File: src/rtl/microctrl.sv
// Microprogrammed multicycle MIPS controller.
// A 4-bit micro-PC addresses a 16 x 18-bit micro-ROM; the low two bits of each
// microword (AddrCtl) pick the next micro-address: fetch, dispatch-1,
// dispatch-2 or sequential increment. The control word is an unregistered ROM read.
module microctrl (
    input  logic        clk,
    input  logic        rst,
    input  logic [5:0]  opcode,
    output logic [17:0] out
);

    // AddrCtl encodings carried in out[1:0]
    localparam logic [1:0] ADDR_FETCH = 2'b00;
    localparam logic [1:0] ADDR_DISP1 = 2'b01;
    localparam logic [1:0] ADDR_DISP2 = 2'b10;
    localparam logic [1:0] ADDR_SEQ   = 2'b11;

    // Opcodes understood by the dispatch tables
    localparam logic [5:0] OP_RTYPE = 6'b000000;
    localparam logic [5:0] OP_J     = 6'b000010;
    localparam logic [5:0] OP_BEQ   = 6'b000100;
    localparam logic [5:0] OP_LW    = 6'b100011;
    localparam logic [5:0] OP_SW    = 6'b101011;

    // Microprogram contents; addresses 10-15 are zero so they fall back to fetch
    function automatic logic [17:0] rom_word(input int addr);
        logic [17:0] word;
        case (addr)
            0:       word = 18'h25023; // fetch
            1:       word = 18'h00061; // decode
            2:       word = 18'h00052; // mem-addr
            3:       word = 18'h0C003; // lw-read
            4:       word = 18'h00808; // lw-writeback
            5:       word = 18'h0A000; // sw
            6:       word = 18'h00113; // R-execute
            7:       word = 18'h0000C; // R-writeback
            8:       word = 18'h10290; // beq
            9:       word = 18'h20400; // jump
            default: word = 18'h00000;
        endcase
        return word;
    endfunction

    logic [17:0] rom [16];
    logic [3:0]  upc_reg = 4'd0;   // power-up value before any reset
    logic [3:0]  upc_next;
    logic [3:0]  disp1;
    logic [3:0]  disp2;

    genvar gi;
    generate
        for (gi = 0; gi < 16; gi++) begin : g_rom
            assign rom[gi] = rom_word(gi);
        end
    endgenerate

    // Control word is the ROM entry at the current micro-address
    assign out = rom[upc_reg];

    // Dispatch tables: decode-stage and memory-address-stage branch targets
    always_comb begin
        disp1 = 4'd0;
        disp2 = 4'd0;
        case (opcode)
            OP_RTYPE: disp1 = 4'd6;
            OP_J:     disp1 = 4'd9;
            OP_BEQ:   disp1 = 4'd8;
            OP_LW:    disp1 = 4'd2;
            OP_SW:    disp1 = 4'd2;
            default:  disp1 = 4'd0;
        endcase
        case (opcode)
            OP_LW:   disp2 = 4'd3;
            OP_SW:   disp2 = 4'd5;
            default: disp2 = 4'd0;
        endcase
    end

    // Next-address selection; opcode only matters on dispatch cycles
    always_comb begin
        upc_next = 4'd0;
        case (out[1:0])
            ADDR_FETCH: upc_next = 4'd0;
            ADDR_DISP1: upc_next = disp1;
            ADDR_DISP2: upc_next = disp2;
            ADDR_SEQ:   upc_next = upc_reg + 4'd1;
            default:    upc_next = 4'd0;
        endcase
    end

    // Micro-PC register; reset forces a restart at fetch
    always_ff @(posedge clk) begin
        if (rst) begin
            upc_reg <= 4'd0;
        end else begin
            upc_reg <= upc_next;
        end
    end

endmodule

File: config.mk
export PLATFORM = sky130hd
export DESIGN_NAME = microctrl
export DESIGN_NICKNAME = d
export VERILOG_FILES = /design/src/rtl/microctrl.sv
export SDC_FILE = /design/constraint.sdc
export NUM_CORES = 1
export LEC_CHECK = 0
export BUFFER_PORTS_ARGS = -buffer_cell sky130_fd_sc_hd__buf_2
export CORE_MARGIN = 5
export CORE_UTILIZATION = 35
export DETAILED_ROUTE_END_ITERATION = 12
export GPL_TIMING_DRIVEN = 1
export HOLD_SLACK_MARGIN = 0.08
export PLACE_DENSITY = 0.59
export SLEW_MARGIN = 5
export SYNTH_ARGS = -nofsm -noshare
export SYNTH_HDL_FRONTEND = slang
export SYNTH_SLANG_ARGS = --single-unit
File: constraint.sdc
create_clock -name clk -period 1.8 [get_ports clk]
set_input_delay 0.18 -clock clk [delete_from_list [all_inputs] [get_ports clk]]
set_output_delay 0.18 -clock clk [all_outputs]
set_load 0.02 [all_outputs]
==> reports/qor.yml <==
run_status:
  outcome: "finished clean"
clock_tree:
  cts_buffers: 3
  cts.sinks: 4
  cts-root-to-sink-buffers: 2
  cts_tree: "built"
  cts_hold_buffers: 0
  clkLatencyLatePin_ns: 0.22
  clk_pin_slew_ns: 0.03
  clockRootBuffer: "clkbuf_4"
  cts_htree_levels: 1
die:
  die_w_um: 51.0
  fp.dieH_um: 51.0
  floorplan.initialDensity_pct: 38.1
  io_pins: 26
  dieArea_um2: 2600
  core_um2: 1540
  row_count: 14
timing:
  max_freq_mhz: 597
  finalSetupTns_ns: 0
  hold_viol_final: 0
  fin_skew_ns: 0.000791
  relSlewSlack_pct: 73.2
  worst_slew_pin_slew_ns: 0.401
  setup_viol: 0
  slew_viol_final: 0
  fin_crit_sh_pct: 93.0
  period_needed_ns: 1.67
  setup_ws_ns: 0.125
  rsz0062_at_grt: "no"
routing:
  via_per_inst: 5.41
  wl_per_cell_um: 13.4
  routed_wl_um: 1490
  vias: 600
  drt_iter0_drc: 2
  drc: 0
  drt.antenna.violating_nets: 0
  first_pass_iters: 3
logic_synthesis:
  avgSynthCellArea_um2: 8.28
  synth_common_cells: "8 x nor2_1, 7 x ha_1, 5 x nor3_1"
  synth.most_common_cell: "nor2_1"
  yosys.area.top_type: "ha_1"
  synth.top_cell.area_share_pct: 14.9
  async_flop_share_pct: 0
  synthFlopType: "dfxtp_1"
  ys_types: 28
  synth_warnings: 0
  yosysSeqAreaShare_pct: 13.6
  synth_cells: 71
  synth_nets: 86
  synth_seq_cells: 4
  netlist_area_um2: 588
  synth_area_leaders: "ha_1 15%, dfxtp_1 14%, nor2_1 5.1%"
  synth_edf_count: 0
place:
  dpl.hpwl_um: 1230
  place_area_um2: 701
  place_inst: 108
  io_buffers: 25
  place_congestion: 0.803
  place_ws_ns: 0.256
power:
  powerDensity_nw_per_um2: 1480
  ir_worst_vdd_mv: 0.658
  power.leakage_nw: 0.346
setup_path:
  max_stage_delay_ns: 0.36
  crit_required_ns: 1.62
  crit_type: "flop to output pin"
  cp_max_fo: 10
  startpoint: "upc_reg[0]"
  crit_buf_inv: 2
  crit_path_cell_trace: "inv_1, ha_1, and2_2, and2_1, buf_2"
  cp.depth: 5
  cp_slowest_cell: "dfxtp_2"
  arrival_ns: 1.49
  r2r_start: "upc_reg[0]"
  r2r_cells: 5
  endpoint_kind: "output pin"
  cp_top_family: "simple AND/OR/NAND/NOR gates"
  rr_endpoint: "upc_reg[1]"
  ff2ff_setup_slack_ns: 0.34
  start_kind: "flop"
  endpoint: "out[8]"
layout:
  fill_cells: 166
  design_area_um2: 742
  drive_above_1_share_pct: 44.2
  layout.nets: 112
  fin_cells: 111
  fin_util_pct: 48.1
  antenna_cells: 0
  largest_register_ffs: 4
  syn_to_final_growth_pct: 26.2
global_routing:
  grt_max_degree: 13
  grt_pass1_vias: 554
  grt_util_met2_pct: 20.5
  antenna_found_initial: 0
  met3_usage_pct: 1.45
  grt.total_usage_pct: 11.6
  grt-ovfl-total: 0
  use_met1_pct: 13.8
  globalRoute.busiestLayer: "met2"
  grt_pass1_wl_um: 2400
run:
  drv_cap: 0
min_path:
  hp-class: "input pin to flop"
  min-delay-start: "rst"
[report_power, final]
| group | switching, mW | internal [mW] |
|---|---|---|
| Sequential | 0.0438 | 0.122 |
| Combinational | 0.509 | 0.323 |
| Clock | 0.0299 | 0.0741 |
| Total | 0.583 | 0.519 |
[cells in the final DEF (no fill, tap or decap)]
cell type,count
and2_1,3
o2111ai_1,3
o311ai_4,1
nor2_1,7
buf_4,3
buf_2,25
nand4_1,2
mux2i_1,1
xor2_1,1
nor2b_1,2
clkbuf_4,3
o211ai_1,4
nor4b_4,1
a211oi_1,1
ha_1,6
inv_1,4
nor2_4,1
nor3b_2,2
nand3_1,1
nand4b_1,1
or2_2,1
and2_2,1
nor2_2,1
dfxtp_2,2
a31oi_1,3
dfxtp_1,2
nor4_1,1
and3_1,3
ha_2,1
a21o_1,1
nor3_1,5
nor3b_1,2
[through the flow]
step / power (mW) / hold slack, ns
5_1_grt: 1.20 / 0.137
2_1_floorplan: 0.745 / 0.253
3_5_place_dp: 0.980 / 0.374
6_report: 1.10 / 0.149
4_1_cts: 1.09 / 0.139
3_3_place_gp: 0.972 / 0.381
[routing by layer]
| metal | share of wire, % | up-vias |
|---|---|---|
| li1 | - | 312 |
| met1 | 41 | 272 |
| met2 | 52 | 16 |
| met3 | 6.8 | 0 |
| met4 | 0 | 0 |
| met5 | 0 | - |
[worst register-to-register path, cell delays in order, from the launching register on]
cell	delay, ns
dfxtp_2	0.36
inv_1	0.10
ha_1	0.22
and2_2	0.27
o311ai_4	0.31
a31oi_1	0.07
[worst min-delay path by stage]
stage,to,slack (ns),depth (start not counted)
floorplan,upc_reg[3],0.25,1
global placement,upc_reg[3],0.38,2
detailed placement,upc_reg[3],0.37,2
CTS,upc_reg[3],0.14,2
global route,upc_reg[3],0.14,2
finish,upc_reg[3],0.15,2
[cells by family after synthesis]
logic type / after synthesis / synth area share (%)
AO/OA/AOI/OAI: 13 / 19.8
XOR/XNOR: 1 / 1.49
adder cells (fa/ha/maj): 7 / 14.9
buffers and inverters: 11 / 11.9
flip-flops: 4 / 13.6
multiplexers: 1 / 1.70
AND/OR/NAND/NOR: 34 / 36.6
[final cells by class]
cell class / instances / area [um^2] / share of cell area, %
timing repair buffer: 28 / 148 / 19.9
clock buffer: 3 / 22.5 / 3.04
tap: 16 / 20.0 / 2.70
multi-input combinational: 56 / 454 / 61.2
inverter: 4 / 15.0 / 2.02
sequential: 4 / 82.6 / 11.1
[timing repair]
action | CTS | global route
buffers inserted | 0 | 0
resized for setup | 0 | 7
setup endpoints to repair | 0 | 8
Note: power is estimated with default switching activity, not from simulation.
